**config.mk**
```make
export PLATFORM = sky130hd
export DESIGN_NAME = vga_rect_plotter
export DESIGN_NICKNAME = d
export VERILOG_FILES = /design/src/rtl/vga_rect_plotter.sv
export SDC_FILE = /design/constraint.sdc
export NUM_CORES = 1
export LEC_CHECK = 0
export CAP_MARGIN = 5
export CORE_UTILIZATION = 51
export CTS_CLUSTER_DIAMETER = 60
export DETAILED_ROUTE_END_ITERATION = 8
export PLACE_DENSITY = 0.76
export SYNTH_ARGS = -nofsm -noshare
export SYNTH_HDL_FRONTEND = slang
export SYNTH_SLANG_ARGS = --single-unit
export TNS_END_PERCENT = 1
```
**constraint.sdc**
```tcl
create_clock -name iClock -period 2.28 [get_ports iClock]
set_input_delay 0.342 -clock iClock [delete_from_list [all_inputs] [get_ports iClock]]
set_output_delay 0.342 -clock iClock [all_outputs]
set_load 0.1 [all_outputs]
```
**src/rtl/vga_rect_plotter.sv**
```systemverilog
// Rectangle / clear-screen pixel generator feeding the VGA adapter write port.
// Latches a box command, then emits one registered pixel write per clock in raster order.
module vga_rect_plotter #(
    parameter int X_SCREEN_PIXELS = 160,
    parameter int Y_SCREEN_PIXELS = 120,
    parameter int X_WIDTH         = 8,
    parameter int Y_WIDTH         = 7,
    parameter int COLOUR_WIDTH    = 3,
    parameter int SIZE_WIDTH      = 5
) (
    input  logic                    iClock,
    input  logic                    iResetn,
    input  logic                    iLoadX,
    input  logic                    iPlotBox,
    input  logic                    iBlack,
    input  logic [X_WIDTH-1:0]      iXY_Coord,
    input  logic [COLOUR_WIDTH-1:0] iColour,
    input  logic [SIZE_WIDTH-1:0]   iBoxW,
    input  logic [SIZE_WIDTH-1:0]   iBoxH,
    input  logic                    iOutline,
    output logic [X_WIDTH-1:0]      oX,
    output logic [Y_WIDTH-1:0]      oY,
    output logic [COLOUR_WIDTH-1:0] oColour,
    output logic                    oPlot,
    output logic                    oDone
);
    localparam int CX_W = $clog2(X_SCREEN_PIXELS);
    localparam int CY_W = $clog2(Y_SCREEN_PIXELS);
    localparam logic [X_WIDTH:0]  X_LIM   = (X_WIDTH+1)'(X_SCREEN_PIXELS);
    localparam logic [Y_WIDTH:0]  Y_LIM   = (Y_WIDTH+1)'(Y_SCREEN_PIXELS);
    localparam logic [CX_W-1:0]   CX_LAST = CX_W'(X_SCREEN_PIXELS - 1);
    localparam logic [CY_W-1:0]   CY_LAST = CY_W'(Y_SCREEN_PIXELS - 1);

    typedef enum logic [1:0] {S_IDLE, S_DRAW, S_CLEAR, S_DONE} state_t;

    state_t                  r_state;
    logic [X_WIDTH-1:0]      r_x;
    logic [Y_WIDTH-1:0]      r_y;
    logic [COLOUR_WIDTH-1:0] r_colour;
    logic [SIZE_WIDTH-1:0]   r_w;
    logic [SIZE_WIDTH-1:0]   r_h;
    logic                    r_outline;
    logic [SIZE_WIDTH-1:0]   r_col;
    logic [SIZE_WIDTH-1:0]   r_row;
    logic [CX_W-1:0]         r_cx;
    logic [CY_W-1:0]         r_cy;
    logic                    r_scan_end;

    logic [X_WIDTH:0] w_px;
    logic [Y_WIDTH:0] w_py;
    logic             w_clip;
    logic             w_col_last;
    logic             w_row_last;
    logic             w_border;
    logic             w_on;
    logic             w_accepting;

    // Sums are one bit wider than the outputs so off-screen pixels cannot wrap back on.
    assign w_px        = (X_WIDTH+1)'(r_x) + (X_WIDTH+1)'(r_col);
    assign w_py        = (Y_WIDTH+1)'(r_y) + (Y_WIDTH+1)'(r_row);
    assign w_clip      = (w_px >= X_LIM) || (w_py >= Y_LIM);
    assign w_col_last  = (r_col == r_w - SIZE_WIDTH'(1));
    assign w_row_last  = (r_row == r_h - SIZE_WIDTH'(1));
    assign w_border    = (r_col == '0) || w_col_last || (r_row == '0) || w_row_last;
    assign w_on        = !w_clip && (!r_outline || w_border);
    assign w_accepting = (r_state == S_IDLE) || (r_state == S_DONE);

    // NOTE: every register here uses non-blocking assignment so all state updates
    // see the pre-edge values; blocking assignments would make order matter.
    always_ff @(posedge iClock or negedge iResetn) begin
        if (!iResetn) begin
            r_state    <= S_IDLE;
            r_x        <= '0;
            r_y        <= '0;
            r_colour   <= '0;
            r_w        <= '0;
            r_h        <= '0;
            r_outline  <= 1'b0;
            r_col      <= '0;
            r_row      <= '0;
            r_cx       <= '0;
            r_cy       <= '0;
            r_scan_end <= 1'b0;
            oX         <= '0;
            oY         <= '0;
            oColour    <= '0;
            oPlot      <= 1'b0;
            oDone      <= 1'b0;
        end else begin
            oPlot <= 1'b0;
            if (w_accepting) begin
                if (iLoadX)
                    r_x <= iXY_Coord;
                if (iBlack) begin
                    r_state    <= S_CLEAR;
                    r_cx       <= '0;
                    r_cy       <= '0;
                    r_scan_end <= 1'b0;
                    oDone      <= 1'b0;
                end else if (iPlotBox) begin
                    r_state    <= S_DRAW;
                    r_y        <= iXY_Coord[Y_WIDTH-1:0];
                    r_colour   <= iColour;
                    r_w        <= iBoxW;
                    r_h        <= iBoxH;
                    r_outline  <= iOutline;
                    r_col      <= '0;
                    r_row      <= '0;
                    r_scan_end <= (iBoxW == '0) || (iBoxH == '0);
                    oDone      <= 1'b0;
                end
            end else if (r_scan_end) begin
                // One drain cycle after the last scan position before signalling done.
                r_state <= S_DONE;
                oDone   <= 1'b1;
            end else if (r_state == S_DRAW) begin
                oX      <= w_px[X_WIDTH-1:0];
                oY      <= w_py[Y_WIDTH-1:0];
                oColour <= r_colour;
                oPlot   <= w_on;
                if (w_col_last) begin
                    r_col <= '0;
                    if (w_row_last)
                        r_scan_end <= 1'b1;
                    else
                        r_row <= r_row + SIZE_WIDTH'(1);
                end else begin
                    r_col <= r_col + SIZE_WIDTH'(1);
                end
            end else begin
                oX      <= X_WIDTH'(r_cx);
                oY      <= Y_WIDTH'(r_cy);
                oColour <= '0;
                oPlot   <= 1'b1;
                if (r_cx == CX_LAST) begin
                    r_cx <= '0;
                    if (r_cy == CY_LAST)
                        r_scan_end <= 1'b1;
                    else
                        r_cy <= r_cy + CY_W'(1);
                end else begin
                    r_cx <= r_cx + CX_W'(1);
                end
            end
        end
    end
endmodule

```
==> qor.yml, run 1 <==
grt_pass1_wl_um: 16300
ys.flop_type: "dfrtp_1"
min_from: "oColour[0]"
cts_tree: "done"
initial_utilization_pct: 52.9
path_clk_slew_ns: 0.08
fin_crit_ns: 2.30
crit_fanout: 2
yosysSeqAreaShare_pct: 44.3
worstMarginPinSlew_ns: 0.607
ff2ff_setup_slack_ns: -0.02
rsz0062_at_grt: "yes"
async_flop_share_pct: 100
htree_levels: 3
cts.sinks: 77
r2r-start: "r_row[0]"
vdd_drop_max_mv: 0.709
synth.distinct_cells: 60
gp_congestion: 0.851
critPathLaunchType: "flop"
hold_class: "reg2reg"
die_x_um: 94.4
p_per_area_mw_per_mm2: 1630
wl_per_cell_um: 15.9
synthCells: 443
fillCellCount: 660
synth_area_leaders: "dfrtp_1 (44%), mux2_2 (8.0%), ha_1 (5.8%)"
yosysTopAreaCell: "dfrtp_1"
core_area_mm2: 0.00822
cts_made_buffers: 9
reg2regPathDepth: 8
endpoint_kind: "flop"
hold_violations: 0
synth_nets: 492
clock_skew_ns: 0.0124
path_delay_family: "compound AO/OA/AOI/OAI gates"
grt_usage_pct: 24.2
worstHoldEndpoint: "oColour[0]"
slew_violations: 0
relSlewSlack_pct: 59.1
ys_seq_elements: 77
critPathArrivalTime_ns: 2.55
hpwl_um: 7330
syn_area_mm2: 0.00435
synth_edf_count: 0
die_h_um: 94.4
fin_crit_sh_pct: 101
layout-drive-gt1-share_pct: 21.2
grt_antenna_before_repair: 0
whs_ns: 0.468
p_leak_uw: 0.00236
max-cap-violations: 0
crit_buf_inv: 0
critPathMaxStageDelay_ns: 0.38
die-area_mm2: 0.00890
rows: 33
grt_max_degree: 40
routed_via_density: 5.70
power_uw: 8570
clk_path_buf_depth: 2
setup_viol_count_final: 1
overflow: 0
holdPathStages: 2
status: "finished with violations"
io_buffers: 46
diodes: 0
fin_util_pct: 64.0
drt-pass1-iter-count: 5
cp_slowest_cell: "dfrtp_1"
avgSynthCellArea_um2: 9.82
yosysWarnings: 0
cp.required_ns: 2.54
first_iter_violations: 178
first_global_vias: 3411
root_buffer: "clkbuf_8"
worst_slack_ns: -0.0171
reg2reg_to: "oPlot"
nets: 560
ant_nets: 0
fmax_ghz: 0.435
drc: 0
area_delta_synth_final_pct: 20.8
clk_latency_ns: 0.36
vias: 3531
violations: "negative setup slack"
crit_chain: "ha_2, fa_2, a211oi_2, o21ba_2, nor4_1, maj3_2, a21o_1, a2111oi_4"
totalWireLength_um: 9870
crit_type: "reg2reg"
synth.top_cell.area_share_pct: 44.3
io_pins: 47
[how the worst max path moves through the flow]
stage | slack, ns | startpoint | depth (start not counted) | endpoint
4_1_cts | 0.02 | r_row[0] | 8 | oPlot
3_3_place_gp | -0.008 | r_row[0] | 8 | oPlot
3_5_place_dp | -0.09 | r_row[0] | 8 | oPlot
5_1_grt | -0.13 | r_row[0] | 8 | oPlot
2_1_floorplan | -0.04 | r_row[0] | 8 | oPlot
6_report | -0.02 | r_row[0] | 8 | oPlot
[worst min-delay path, cell delays in order, from the launching register on]
cell and delay [ns]:
dfrtp_1 0.35, nand2_1 0.05, nand2_1 0.04
[layout by cell type (no fill, tap or decap), types with 6 or more instances in the layout]
cell type	n
dfrtp_1	77
nand2_1	49
buf_4	47
mux2_2	31
a21oi_1	28
nor2_1	27
o21ai_0	26
clkdlybuf4s50_1	25
inv_1	19
nor3_1	19
ha_1	18
xnor2_1	15
nand3_1	14
clkbuf_8	11
xor2_1	10
o21a_1	6
a21o_1	6
nand4_1	6
[routing by layer]
layer | GRT usage (%) | wire length [um] | vias up
met5 | 0 | 0 | -
met4 | 7.56 | 144 | 0
met3 | 5.31 | 435 | 11
met2 | 38.5 | 4780 | 93
met1 | 32.9 | 4510 | 1707
li1 | - | - | 1720
[Yosys cell counts, drive strengths merged (2+ instances only)]
| cell | number |
|---|---|
| buf | 3 |
| and3 | 4 |
| or3 | 2 |
| nand2 | 49 |
| nor3 | 20 |
| nand3b | 2 |
| nor4b | 2 |
| ha | 20 |
| a41o | 2 |
| o311ai | 2 |
| dfrtp | 77 |
| mux2 | 31 |
| a21o | 6 |
| a211oi | 2 |
| and2 | 2 |
| inv | 19 |
| xor2 | 10 |
| nand4 | 6 |
| or2 | 2 |
| clkbuf | 14 |
| nand3 | 14 |
| o211ai | 3 |
| nor3b | 3 |
| a211o | 3 |
| or4 | 2 |
| a31oi | 3 |
| xnor2 | 15 |
| nor2 | 27 |
| mux2i | 5 |
| a21oi | 30 |
| nor2b | 4 |
| o21a | 6 |
| nor4 | 4 |
| o21bai | 2 |
| o31ai | 3 |
| fa | 2 |
| o21ai | 26 |
[cell families (layout without fill, tap and decap cells)]
kind of cell	count (synthesis)	in the layout	share of synthesized area, %
AO/OA/AOI/OAI	98	98	14.6
XOR/XNOR	25	25	5.03
adder cells (fa/ha/maj)	23	23	6.93
buffers and inverters	37	108	3.25
flip-flops	77	77	44.3
multiplexers	36	36	9.17
AND/OR/NAND/NOR	147	147	16.7
[repair_timing]
action / CTS / global route
hold buffers: 1 / 0
resized for setup: 0 / 5
pin swaps: 3 / 3
endpoints found under the setup margin: 1 / 10
gates cloned: 0 / 0
endpoints found under the hold margin: 38 / 0
buffers inserted: 2 / 0
[sequential cells by signal, summed over array words and instances (netlist names), 2 cells and up]
| signal | cells |
|---|---|
| oX | 8 |
| r_cx | 8 |
| r_x | 8 |
| oY | 7 |
| r_cy | 7 |
| r_y | 7 |
| r_col | 5 |
| r_h | 5 |
| r_row | 5 |
| r_w | 5 |
| oColour | 3 |
| r_colour | 3 |
| r_state | 2 |
[cell type report]
| type | count | area [um2] | area share, % |
|---|---|---|---|
| inverter | 20 | 75.1 | 1.43 |
| tap | 105 | 131 | 2.50 |
| clock buffer | 13 | 159 | 3.02 |
| timing repair buffer | 74 | 633 | 12.0 |
| sequential | 77 | 1930 | 36.7 |
| clock inverter | 1 | 7.51 | 0.143 |
| multi-input combinational | 329 | 2320 | 44.2 |
[stage by stage]
stage,area [um2],instances,worst slack (ns),setup TNS (ns)
6_report,5260,619,-0.0171,-0.0171
2_1_floorplan,4360,443,-0.0355,-0.0355
5_1_grt,5260,619,-0.126,-0.126
3_5_place_dp,5030,602,-0.0879,-0.0879
3_3_place_gp,5030,602,-0.00845,-0.00845
4_1_cts,5220,619,0.0177,0
[power by group]
group	switching, uW	leakage (uW)	internal (uW)	total [uW]
logic	3240	0.00131	1980	5220
registers	499	0.000968	1930	2420
clock network	481	0.0000816	444	925
total	4220	0.00236	4350	8570
(Power assumes the default switching activity.)
==> inputs of run 2 (changes only) <==
==> constraint.sdc (replaced) <==
create_clock -name iClock -period 2.28 [get_ports iClock]
set_input_delay 0.456 -clock iClock [delete_from_list [all_inputs] [get_ports iClock]]
set_output_delay 0.456 -clock iClock [all_outputs]
set_load 0.1 [all_outputs]
==> qor.yml, run 2 (synthesis gave the netlist of run 1 again) <==
first_iter_violations: 172
fin_util_pct: 64.6
path_clk_slew_ns: 0.08
violations: "negative setup slack"
first_global_vias: 3403
p_per_area_mw_per_mm2: 1660
io_pins: 47
area_delta_synth_final_pct: 22.0
diodes: 0
drt-pass1-iter-count: 5
grt_pass1_wl_um: 16600
relSlewSlack_pct: 64.8
max-cap-violations: 0
cts.sinks: 77
cp.required_ns: 2.53
slew_violations: 0
fmax_ghz: 0.437
grt_antenna_before_repair: 0
fin_crit_ns: 2.29
mostFrequentLayoutCells: "dfrtp_1 (77), nand2_1 (49), buf_4 (48)"
critPathLaunchType: "flop"
grt_max_degree: 42
p_leak_uw: 0.00239
crit_fanout: 2
worstMarginPinSlew_ns: 0.523
holdBufCountCts: 0
numPlacedInstances: 603
layout.cells.non_filler: 621
cts_made_buffers: 9
setup_viol_count_final: 1
rows: 33
hold_class: "in2async"
critPathArrivalTime_ns: 2.54
clock_skew_ns: 0.00936
vias: 3557
wl_per_cell_um: 16.1
ant_nets: 0
endpoint_kind: "flop"
drc: 0
cts_tree: "done"
routed_via_density: 5.73
crit_type: "reg2reg"
hold_violations: 0
totalWireLength_um: 9980
layout-drive-gt1-share_pct: 21.7
design_area_mm2: 0.00531
htree_levels: 3
initial_utilization_pct: 52.9
status: "finished with violations"
worst_slack_ns: -0.00836
die_x_um: 94.4
die-area_mm2: 0.00890
biggestRegsByFlops: "oX: 8 flops, r_cx: 8 flops, r_x: 8 flops"
clk_latency_ns: 0.36
fin_crit_sh_pct: 100
hpwl_um: 7550
grt_usage_pct: 24.7
gp_congestion: 0.883
vdd_drop_max_mv: 0.728
root_buffer: "clkbuf_8"
die_h_um: 94.4
nets: 560
final_common_cell: "dfrtp_1"
place_area_mm2: 0.00504
core_area_mm2: 0.00822
overflow: 0
rsz0062_at_grt: "yes"
io_buffers: 46
clk_path_buf_depth: 2
## run 2: cell count changes in the layout (fill, tap and decap cells not counted), sizes merged
cell	delta
clkbuf	-3
dlygate4sd3	-1
bufinv	+2
clkinv	+3
buf	+1
## run 2: report_power, final
part	internal, uW	total, uW	switching (uW)
sequential	1920	2430	506
clock	644	1170	523
combinational	1990	5230	3240
## run 2: cell type report
| cell class | count | area [um2] |
|---|---|---|
| Inverter | 20 | 75.1 |
| Clock inverter | 6 | 86.3 |
| Clock buffer | 10 | 138 |
| Tap cell | 105 | 131 |
| Sequential cell | 77 | 1930 |
| Multi-Input combinational cell | 329 | 2320 |
| Timing Repair Buffer | 74 | 631 |
| Fill cell | 671 | 2910 |
## run 2: layer usage
layer	track usage [%]	vias up	routed length (um)
met3	4.75	22	534
met1	32.6	1710	4300
met2	39.7	104	4930
met5	0	-	0
li1	-	1721	-
met4	10.8	0	225
## run 2: worst max-delay path, cell delays in order (launching register included)
cell and delay (ns):
dfrtp_1 0.42, ha_4 0.18, fa_2 0.37, a211oi_2 0.23, o21ba_2 0.19, nor4_1 0.05
maj3_2 0.29, a21o_1 0.17, a2111oi_2 0.28
## run 2: final timing paths
kind / startpoint / endpoint / slack (ns) / depth (start not counted)
max: r_y[0] / oPlot / -0.008 / 8
max in group asynchronous: iResetn / r_x[2] / 1.65 / 2
min reg2reg: oColour[1] / oColour[1] / 0.47 / 2
max reg2reg: r_y[0] / oPlot / -0.008 / 8
min in group iClock: oColour[1] / oColour[1] / 0.47 / 2
min: iResetn / oX[2] / 0.04 / 1
## run 2: through the flow
step | TNS (ns) | hold slack [ns] | power, uW | setup slack [ns]
floorplan | -0.0355 | 0.160 | 6080 | -0.0355
global placement | 0 | 0.446 | 7360 | 0.00199
detailed placement | -0.0863 | 0.449 | 7540 | -0.0863
CTS | -0.0202 | 0.0591 | 8770 | -0.0202
global route | -0.139 | 0.0730 | 9460 | -0.139
finish | -0.00836 | 0.0440 | 8830 | -0.00836
## run 2: timing repair
item,4_1_cts,5_1_grt
pin swaps,3,0
endpoints found under the setup margin,1,7
setup buffers,2,0
gates resized for setup,1,4
